$ cat src/rtl/mem_bus_pkg.sv
// Shared data-memory bus definitions: arbiter states and the store/load width codes
// also decoded by ControlUnit and the RAM byte/half logic.
package mem_bus_pkg;

    typedef enum logic {
        ARB   = 1'b0,
        FORCE = 1'b1
    } arb_state_e;

    localparam int STORE_TYPE_W = 2;
    localparam int LOAD_TYPE_W  = 3;

    localparam logic [STORE_TYPE_W-1:0] ST_BYTE = 2'd0;
    localparam logic [STORE_TYPE_W-1:0] ST_HALF = 2'd1;
    localparam logic [STORE_TYPE_W-1:0] ST_WORD = 2'd2;

    localparam logic [LOAD_TYPE_W-1:0] LT_BYTE_S = 3'd0;
    localparam logic [LOAD_TYPE_W-1:0] LT_HALF_S = 3'd1;
    localparam logic [LOAD_TYPE_W-1:0] LT_WORD   = 3'd2;
    localparam logic [LOAD_TYPE_W-1:0] LT_BYTE_U = 3'd3;
    localparam logic [LOAD_TYPE_W-1:0] LT_HALF_U = 3'd4;

endpackage

$ cat src/rtl/arb_wait_counter.sv
// Saturating starvation counter with clear/increment; tc flags the last denied
// cycle tolerated before a forced external grant.
module arb_wait_counter #(
    parameter int MAX_WAIT = 4
) (
    input  logic clk,
    input  logic reset,
    input  logic clr,
    input  logic inc,
    output logic tc
);

    // MAX_WAIT=0 still needs a 1-bit register; tc is then held low.
    localparam int CW = (MAX_WAIT < 1) ? 1 : $clog2(MAX_WAIT + 1);
    localparam logic [CW-1:0] TC_VAL = CW'((MAX_WAIT > 0) ? (MAX_WAIT - 1) : 0);
    localparam logic [CW-1:0] SAT    = '1;

    logic [CW-1:0] cnt;

    always_ff @(posedge clk or posedge reset) begin
        if (reset) begin
            cnt <= '0;
        end else if (clr) begin
            cnt <= '0;
        end else if (inc && (cnt != SAT)) begin
            cnt <= cnt + 1'b1;
        end
    end

    assign tc = (MAX_WAIT > 0) && (cnt == TC_VAL);

endmodule

$ cat src/rtl/data_mem_arbiter.sv
// Shares the data RAM port between the single-cycle CPU (priority) and one external
// master; a starvation counter forces a one-cycle CPU stall so the external side progresses.
module data_mem_arbiter
    import mem_bus_pkg::*;
#(
    parameter int MAX_WAIT = 4,
    parameter int AW       = 32,
    parameter int DW       = 32
) (
    input  logic                    clk,
    input  logic                    reset,
    input  logic                    cpu_req,
    input  logic                    cpu_we,
    input  logic [AW-1:0]           cpu_addr,
    input  logic [DW-1:0]           cpu_wdata,
    input  logic [STORE_TYPE_W-1:0] cpu_storeType,
    input  logic [LOAD_TYPE_W-1:0]  cpu_loadType,
    output logic [DW-1:0]           cpu_rdata,
    output logic                    cpu_stall,
    input  logic                    ext_req,
    input  logic                    ext_we,
    input  logic [AW-1:0]           ext_addr,
    input  logic [DW-1:0]           ext_wdata,
    input  logic [STORE_TYPE_W-1:0] ext_storeType,
    input  logic [LOAD_TYPE_W-1:0]  ext_loadType,
    output logic                    ext_gnt,
    output logic                    ext_rvalid,
    output logic [DW-1:0]           ext_rdata,
    output logic [AW-1:0]           mem_addr,
    output logic [DW-1:0]           mem_wdata,
    output logic                    mem_we,
    output logic [STORE_TYPE_W-1:0] mem_storeType,
    output logic [LOAD_TYPE_W-1:0]  mem_loadType,
    input  logic [DW-1:0]           mem_rdata
);

    arb_state_e state, state_next;
    logic       cnt_clr, cnt_inc, cnt_tc;
    logic       own_ext;

    arb_wait_counter #(.MAX_WAIT(MAX_WAIT)) u_wait_cnt (
        .clk   (clk),
        .reset (reset),
        .clr   (cnt_clr),
        .inc   (cnt_inc),
        .tc    (cnt_tc)
    );

    always_ff @(posedge clk or posedge reset) begin
        if (reset) begin
            state <= ARB;
        end else begin
            state <= state_next;
        end
    end

    always_comb begin
        state_next = state;
        cnt_clr    = 1'b0;
        cnt_inc    = 1'b0;
        ext_gnt    = 1'b0;
        own_ext    = 1'b0;
        case (state)
            ARB: begin
                ext_gnt = ext_req & ~cpu_req;
                own_ext = ext_req & ~cpu_req;
                if (ext_req && cpu_req) begin
                    if (cnt_tc) begin
                        state_next = FORCE;
                        cnt_clr    = 1'b1;
                    end else begin
                        cnt_inc = 1'b1;
                    end
                end else begin
                    cnt_clr = 1'b1;
                end
            end
            FORCE: begin
                // Stall cycle belongs to the external port even if it dropped its request.
                ext_gnt    = ext_req;
                own_ext    = 1'b1;
                state_next = ARB;
                cnt_clr    = 1'b1;
            end
            default: begin
                state_next = ARB;
                cnt_clr    = 1'b1;
            end
        endcase

        if (own_ext) begin
            mem_addr      = ext_addr;
            mem_wdata     = ext_wdata;
            mem_we        = ext_we & ext_req;
            mem_storeType = ext_storeType;
            mem_loadType  = ext_loadType;
        end else begin
            mem_addr      = cpu_addr;
            mem_wdata     = cpu_wdata;
            mem_we        = cpu_we & cpu_req;
            mem_storeType = cpu_storeType;
            mem_loadType  = cpu_loadType;
        end
    end

    assign cpu_stall = (state == FORCE);
    assign cpu_rdata = mem_rdata;

    always_ff @(posedge clk or posedge reset) begin
        if (reset) begin
            ext_rvalid <= 1'b0;
            ext_rdata  <= '0;
        end else begin
            ext_rvalid <= ext_req & ext_gnt & ~ext_we;
            if (ext_req && ext_gnt && !ext_we) begin
                ext_rdata <= mem_rdata;
            end
        end
    end

endmodule

$ cat config.mk
export PLATFORM = sky130hd
export DESIGN_NAME = data_mem_arbiter
export DESIGN_NICKNAME = d
export VERILOG_FILES = /design/src/rtl/mem_bus_pkg.sv /design/src/rtl/arb_wait_counter.sv /design/src/rtl/data_mem_arbiter.sv
export SDC_FILE = /design/constraint.sdc
export NUM_CORES = 1
export LEC_CHECK = 0
export CAP_MARGIN = 5
export CORE_AREA = 4 4 119 121
export CTS_CLUSTER_DIAMETER = 150
export DETAILED_ROUTE_END_ITERATION = 10
export DIE_AREA = 0 0 123 125
export GPL_ROUTABILITY_DRIVEN = 0
export HOLD_SLACK_MARGIN = 0.03
export SYNTH_ARGS = -nofsm -noshare
export SYNTH_HDL_FRONTEND = slang
export SYNTH_HIERARCHICAL = 1
export SYNTH_SLANG_ARGS = --single-unit
$ cat constraint.sdc
create_clock -name clk -period 2.5 [get_ports clk]
set_input_delay 0.625 -clock clk [delete_from_list [all_inputs] [get_ports clk]]
set_output_delay 0.625 -clock clk [all_outputs]
set_load 0.02 [all_outputs]
==> results of run 1 <==
## synth_stat cells, types with 2 or more instances
cell type,number,area (µm²)
mux2_2,101,1140
dfrtp_1,37,926
buf_4,34,255
buf_2,5,25.0
inv_1,4,15.0
buf_6,3,33.8
ha_1,3,37.5
nand2_1,3,11.3
nor2_1,2,7.51
nor2b_1,2,12.5
## kinds of logic (layout without fill, tap and decap cells)
logic type	Yosys count	in the layout	synth area share (%)
fa+ha+maj	3	3	1.45
mux	102	102	44.5
buf+inv	46	342	12.7
simple gates	15	15	4.50
flops	37	37	35.8
compound gates	4	4	1.02
other cells	0	1	0
## area by class of cell
| class | instances | area share, % |
|---|---|---|
| clock inverter | 1 | 0.516 |
| inverter | 4 | 0.258 |
| sequential | 37 | 15.9 |
| clock buffer | 7 | 2.45 |
| multi-input combinational | 124 | 23.5 |
| antenna | 1 | 0.0430 |
| timing repair buffer | 330 | 53.6 |
| tap | 176 | 3.78 |
## flip-flops by register name, summed over array words and instances, names as in the netlist
| name | cells |
|---|---|
| u_wait_cnt/cnt | 3 |
| ext_rvalid | 1 |
| ext_rdata | 32 |
| cpu_stall | 1 |
## power groups by stage
| stage | sequential (mW) | combinational [mW] | clock [mW] |
|---|---|---|---|
| after floorplan | 0.881 | 0.438 | 0 |
| after global placement | 0.753 | 1.33 | 0 |
| after detailed placement | 0.757 | 1.33 | 0 |
| after CTS | 0.749 | 1.29 | 0.750 |
| after global routing | 0.762 | 1.35 | 0.764 |
| final | 0.747 | 1.28 | 0.725 |
## worst paths after layout
| check | from | endpoint | cells past startpoint |
|---|---|---|---|
| worst min register to register | ext_rdata[15] | ext_rdata[15] | 1 |
| min in group asynchronous | reset | u_wait_cnt/cnt[0] | 2 |
| max in group asynchronous | reset | ext_rdata[14] | 3 |
| worst min-delay path | ext_rdata[15] | ext_rdata[15] | 1 |
| worst max register to register | u_wait_cnt/cnt[0] | u_wait_cnt/cnt[2] | 5 |
| worst max-delay path | cpu_req | mem_wdata[0] | 8 |
## repair_timing
item	4_1_cts	5_1_grt
pin swaps	1	1
endpoints found under the hold margin	0	0
gates resized for setup	310	18
endpoints found under the setup margin	71	13
buffers inserted	4	0
gates cloned	2	0
## per-stage QoR
step,hold slack (ns),area [µm²],util [%]
floorplan,0.379,2580,-
global placement,0.490,5770,44.1
detailed placement,0.494,5770,44.1
CTS,0.507,5780,44.2
global route,0.511,5820,44.5
finish,0.502,5820,44.5
## routing by layer
metal	share of wire, %	routed length [µm]
met1	34	4810
met5	0.24	34
met2	49	6970
met3	13	1850
met4	3.0	425
==> impl_summary.log, run 1 <==
INFO  metric run_status = completed
INFO  metric synth_area = 2580 µm²
INFO  metric core_area = 13100 µm²
INFO  metric async_flop_share = 100%
INFO  metric kind_of_end_point_of_the_critical_path = output port
INFO  metric worst-path-buf-inv = 6
INFO  metric synth_area_per_cell = 12.5 µm²
INFO  metric wl_per_cell = 20.7 µm
INFO  metric ctsHtreeMaxLevel = 2
INFO  metric final-seq-area = 926 µm²
INFO  metric postRouteAntennaNets = 0
INFO  metric grt_busiest_layer = met2
INFO  metric max_slew_margin_vs_limit = 81.8%
INFO  metric instance_count_of_the_mapped_netlist = 207
INFO  metric root_buffer = clkbuf_16
INFO  metric global_route.usage.met1 = 17.8%
INFO  metric io_buffers = 312
INFO  metric final.fill_count = 1222
INFO  metric power_frac_seq = 27.1%
INFO  metric cts_made_buffers = 5
INFO  metric swShare = 30.1%
INFO  metric final_critical_path_setup_slack = 0.0394 ns
INFO  metric grt_pass1_vias = 3006
INFO  metric final_hold_viol_count = 0
INFO  metric die-area = 15400 µm²
INFO  metric placedCellCount = 666
INFO  metric postSynthRegisterBits = 37
INFO  metric grt_remaining_overflow = 0
INFO  metric final_period_minus_worst_setup_slack = 2.46 ns
INFO  metric timing.critical_path.slowest_stage_cell = mux2_2
INFO  metric hold_buffers = 0
INFO  metric r2r_slack = 0.65 ns
INFO  metric wl = 14100 µm
INFO  metric syn2layout_area_growth = 125%
INFO  metric timing.critical_path.from_type = input port
INFO  metric hold_path_class = reg2reg
INFO  metric initial_core_util = 19.7%
INFO  metric setup_total_negative_slack = 0 ns
INFO  metric power.internal = 1.93 mW
INFO  metric ys_dominant_reg_cell = dfrtp_1
INFO  metric timing.max_cap.violations = 0
INFO  metric timing.critical_path.slowest_cell_delay = 0.34 ns
INFO  metric timing.critical_path.arrival = 1.84 ns
INFO  metric die_width = 123 µm
INFO  metric required_arrival_time_at_the_worst_endpoint = 1.88 ns
INFO  metric multi_input_comb_area = 1370 µm²
INFO  metric vertical_die_dimension = 125 µm
INFO  metric ys_types = 23
INFO  metric detailedRoute.firstIterationViolations = 53
INFO  metric pin_count = 313
INFO  metric globalRouteMet3Util = 7.77%
INFO  metric comb_power_share = 46.6%
INFO  metric detailroute.via_count = 2787
INFO  metric path_common_cell = buf_6
INFO  metric fp-row-count = 42
INFO  metric track_usage = 16.9%
INFO  metric critPathTopFamily = buffers and inverters
INFO  metric clk_pin_slew_worst_paths = 0.05 ns
INFO  metric grt_first_pass_wirelength = 19400 µm
INFO  metric synth_enable_flop_cells = 0
INFO  metric setup_violations = 0
INFO  metric cts_tree = done
INFO  metric drt_pass1_iterations = 4
INFO  metric final_period_util = 98.4%
INFO  metric synth_warnings = 6
INFO  metric clock_power_share = 26.3%
INFO  metric vias_per_cell = 4.10
INFO  metric p_switching = 830 µW
INFO  metric cellPowerDensity = 474 nW/µm²
INFO  metric layout_commonest_cell = clkdlybuf4s50_1
INFO  metric crit_path_cell_trace = buf_4 > inv_2 > a21oi_4 > buf_6 > buf_12 > buf_16 > mux2_2 > buf_6
INFO  metric grt_setup_unrepaired = true
INFO  metric mostFrequentLayoutCells = 239 x clkdlybuf4s50_1, 93 x mux2_2, 51 x buf_2
INFO  metric vdd_ir_drop_max = 0.000463 V
INFO  metric worst_slew_pin_slew = 0.273 ns
INFO  metric power.leakage = 2.48 nW
INFO  metric critical_path_peak_fanout = 7
INFO  metric maxSlewViolCount = 0
INFO  metric grt_util_met2 = 29.7%
INFO  metric clock_sink_count = 37
INFO  metric detailedPlacementHpwl = 12000 µm
INFO  metric largest_net_degree_at_the_start_of_global_routing = 34
INFO  metric seq_area_frac_synth = 35.8%
INFO  metric fin_skew = 0.00545 ns
INFO  metric critical_path_class = in2out
INFO  metric clock_latency = 0.27 ns
INFO  metric placement.setup.worst_slack = -0.815 ns
INFO  metric drive_above_1_share = 40.2%
INFO  metric clock_tree_buf_depth = 2
INFO  metric synthesis.nets = 386
INFO  metric drc = 0
INFO  metric number_of_antenna_violations_at_the_first_check_in_global_routing = 3
INFO  metric power.total = 2.76 mW
INFO  metric final_cell_count_without_fillers = 680
INFO  metric final_nets = 681
INFO  metric max_clock_freq = 406 MHz
Note: power is estimated with default switching activity, not from simulation.
==> run 2: changes to the inputs <==
--- a/config.mk
+++ b/config.mk
@@ -5,14 +5,13 @@
 export SDC_FILE = /design/constraint.sdc
 export NUM_CORES = 1
 export LEC_CHECK = 0
-export CAP_MARGIN = 5
-export CORE_AREA = 4 4 119 121
+export CAP_MARGIN = 0
+export CORE_AREA = 4 4 118 120
 export CTS_CLUSTER_DIAMETER = 150
 export DETAILED_ROUTE_END_ITERATION = 10
-export DIE_AREA = 0 0 123 125
+export DIE_AREA = 0 0 122 124
 export GPL_ROUTABILITY_DRIVEN = 0
 export HOLD_SLACK_MARGIN = 0.03
 export SYNTH_ARGS = -nofsm -noshare
 export SYNTH_HDL_FRONTEND = slang
-export SYNTH_HIERARCHICAL = 1
 export SYNTH_SLANG_ARGS = --single-unit
==> run 2 against run 1 <==
Effect of this change: register-to-register slack improved by 0.04 ns; clock skew decreased by 0.0017 ns; synthesized area decreased by 1.7%; critical path type unchanged; clock power decreased by 15%; design area increased by 11%; final cell count increased by 1.0%; sequential power increased by 0.8%; core utilization increased by 5.2 points; critical path depth increased by 1; sequential share of layout area decreased by 1.6 points; hold slack improved by 0.0024 ns; maximum frequency increased by 0.27%; largest cell class unchanged.
==> impl_summary.log, run 2 <==
INFO  metric worst-path-buf-inv = 7 (+1)
INFO  metric critical_path.reg2reg.startpoint = cpu_stall
INFO  metric max_clock_freq = 407 MHz (+0.27%)
INFO  metric maxSlewViolCount = 0 (unchanged)
INFO  metric final.fill_count = 1172 (-4.1%)
INFO  metric vdd_ir_drop_max = 0.000446 V (-3.6%)
INFO  metric critical_path_class = in2out
INFO  metric timing.critical_path.slowest_cell_delay = 0.31 ns (-0.03 ns)
INFO  metric hp-start = ext_rdata[5]
INFO  metric layout_commonest_cell = clkdlybuf4s50_1
INFO  metric required_arrival_time_at_the_worst_endpoint = 1.88 ns (about the same)
INFO  metric wl_per_cell = 21.1 µm (+1.9%)
INFO  metric final_hold_viol_count = 0 (unchanged)
INFO  metric worstSetupStartpoint = cpu_req
INFO  metric final_nets = 689 (+1.2%)
INFO  metric clock_latency = 0.28 ns (about the same)
INFO  metric wl = 14500 µm (+2.9%)
INFO  metric worst_hold_slack = 0.504 ns (+0.00237 ns)
INFO  metric final_cell_count_without_fillers = 687 (+1.0%)
INFO  metric drt_pass1_iterations = 4 (unchanged)
INFO  metric ys_dominant_reg_cell = dfrtp_1
INFO  metric register_bank_with_the_most_flops = ext_rdata
INFO  metric synthesis.nets = 381 (-1.3%)
INFO  metric largest_net_degree_at_the_start_of_global_routing = 38 (+12%)
INFO  metric timing.critical_path.slowest_stage_cell = mux2_4
INFO  metric drc = 0 (unchanged)
INFO  metric setup_total_negative_slack = 0 ns (unchanged)
INFO  metric timing.max_cap.violations = 0 (unchanged)
INFO  metric vias_per_cell = 4.18 (+2.0%)
INFO  metric final_critical_path_setup_slack = 0.0460 ns (+0.00654 ns)
INFO  metric synth_common_cells = 101 x mux2_2, 37 x dfrtp_1, 34 x buf_4
INFO  metric syn2layout_area_growth = 154%
INFO  metric seq_area_frac_synth = 36.5% (+0.64 points)
INFO  metric detailroute.via_count = 2871 (+3.0%)
INFO  metric ys_types = 19 (-17%)
INFO  metric synth.top_cell.area_share = 44.8% (+0.78 points)
INFO  metric pin_count = 313 (unchanged)
INFO  metric final_core_util = 49.7% (+5.2 points)
INFO  metric synth_area_per_cell = 12.6 µm² (+0.69%)
INFO  metric worst_slew_pin_slew = 0.478 ns (+0.205 ns)
INFO  metric detailedRoute.firstIterationViolations = 61 (+15%)
INFO  metric setup_violations = 0 (unchanged)
INFO  metric drive_above_1_share = 42.1% (+1.9 points)
INFO  metric critPathTopFamily = buffers and inverters
INFO  metric die_width = 122 µm (-0.81%)
INFO  metric multi_input_comb_area = 1490 µm² (+9.1%)
INFO  metric hold_path_class = reg2reg
INFO  metric vertical_die_dimension = 124 µm (-0.80%)
INFO  metric clk_pin_slew_worst_paths = 0.05 ns (about the same)
INFO  metric fin_skew = 0.00373 ns (-0.00172 ns)
INFO  metric grt_remaining_overflow = 0 (unchanged)
INFO  metric cellPowerDensity = 442 nW/µm² (-6.6%)
INFO  metric synth_area = 2540 µm² (-1.7%)
INFO  metric initial_core_util = 19.6% (-0.19 points)
INFO  metric cts_made_buffers = 5 (unchanged)
INFO  metric timing.critical_path.arrival = 1.83 ns (about the same)
INFO  metric track_usage = 17.8% (+0.94 points)
INFO  metric detailedPlacementHpwl = 11100 µm (-6.8%)
INFO  metric ctsHtreeMaxLevel = 2 (unchanged)
INFO  metric placement.setup.worst_slack = -0.817 ns (-0.00228 ns)
INFO  metric cts_tree = done
INFO  metric synth_warnings = 0 (-6)
INFO  metric final-seq-area = 926 µm² (unchanged)
INFO  metric io_buffers = 312 (unchanged)
INFO  metric placedCellCount = 659 (-1.1%)
INFO  metric crit_path_cell_trace = buf_4 > inv_2 > a21oi_4 > buf_12 > buf_12 > buf_12 > buf_16 > mux2_4 > buf_6
INFO  metric largest_registers = ext_rdata x32, u_wait_cnt.cnt x3
INFO  metric max_ffs_per_register = 32 (unchanged)
INFO  metric fp-row-count = 42 (unchanged)
INFO  metric postSynthRegisterBits = 37 (unchanged)
INFO  metric grt_setup_unrepaired = false
INFO  metric synth_area_leaders = mux2_2 45%, dfrtp_1 36%, buf_4 10%
INFO  metric instance_count_of_the_mapped_netlist = 202 (-2.4%)
INFO  metric async_flop_share = 100% (unchanged)
INFO  metric power.leakage = 2.88 nW (+16%)
INFO  metric mostFrequentLayoutCells = 240 x clkdlybuf4s50_1, 56 x buf_6, 52 x mux2_4
INFO  metric timing.critical_path.from_type = input port
INFO  metric root_buffer = clkbuf_16
INFO  metric path_common_cell = buf_12
INFO  metric kind_of_end_point_of_the_critical_path = output port
INFO  metric clock_tree_buf_depth = 2 (unchanged)
INFO  metric grt_first_pass_wirelength = 19900 µm (+2.5%)
INFO  metric postRouteAntennaNets = 0 (unchanged)
INFO  metric final_period_minus_worst_setup_slack = 2.45 ns (-0.00654 ns)
INFO  metric synth.largest_area_cell = mux2_2
INFO  metric synth_most_common_cell = mux2_2
INFO  metric critical_path_peak_fanout = 6 (-1)
INFO  metric max_slew_margin_vs_limit = 68.1% (-14 points)
INFO  metric synth_enable_flop_cells = 0 (unchanged)
INFO  metric run_status = completed
INFO  metric number_of_antenna_violations_at_the_first_check_in_global_routing = 0 (-3)
INFO  metric grt_pass1_vias = 3240 (+7.8%)
INFO  metric die-area = 15100 µm² (-1.6%)
INFO  metric diodes = 0 (-1)
INFO  metric core_area = 13000 µm² (-0.80%)
INFO  metric final_period_util = 98.2% (-0.26 points)
INFO  metric clock_sink_count = 37 (unchanged)
[run 2: metal layers]
layer	vias up	global-route usage, %	share of wire (%)
met1	1368	19.1	36
met2	182	31.3	49
li1	1307	-	-
met5	-	0	0
met3	14	8.81	13
met4	0	4.90	1.6
[run 2: path summary, 6_finish.rpt]
kind,endpoint,cells after the start,slack [ns]
worst max-delay path,mem_wdata[6],9,0.05
min in group asynchronous,ext_rdata[31],3,0.76
max in group asynchronous,ext_rdata[2],3,1.41
worst min-delay path,ext_rdata[5],1,0.50
worst max register to register,ext_rdata[10],7,0.69
worst min register to register,ext_rdata[5],1,0.50
[run 2: logic make-up (layout without fill, tap and decap cells)]
group                    Yosys count  count (layout)  synth area share, %
multiplexers                     102             102                 45.2
buffers and inverters             45             354                 12.8
flip-flops                        37              37                 36.5
AND/OR/NAND/NOR                   11              11                 2.96
adder cells (fa/ha/maj)            3               3                 1.48
AO/OA/AOI/OAI                      3               3                0.739
XOR/XNOR                           1               1                0.345
[run 2: stage by stage]
step	total power, mW	area [µm²]
floorplan	1.33	2540
global placement	2.08	5670
detailed placement	2.09	5670
CTS	2.88	6410
global route	2.99	6450
finish	2.85	6450
[run 2: layout make-up]
type                    instances  area share [%]
clock inverters                 3           0.271
flip-flops and latches         37            14.3
inverters                       3           0.174
well taps                     176            3.41
clock buffers                   5            1.94
multi-input cells             120            23.1
repair buffers                343            56.8
[run 2: where the power goes]
| part | internal, mW | leakage (nW) | switching (mW) |
|---|---|---|---|
| sequential | 0.701 | 0.447 | 0.0528 |
| combinational | 0.879 | 2.37 | 0.603 |
| clock | 0.366 | 0.0696 | 0.252 |
| total | 1.95 | 2.88 | 0.909 |
[run 2: what timing repair did]
| action | CTS | global route |
|---|---|---|
| setup endpoints to repair | 71 | 64 |
| cloned | 9 | 0 |
| hold buffers | 0 | 0 |
| resized for setup | 432 | 20 |
| setup buffers | 15 | 0 |
| pin swaps | 1 | 1 |
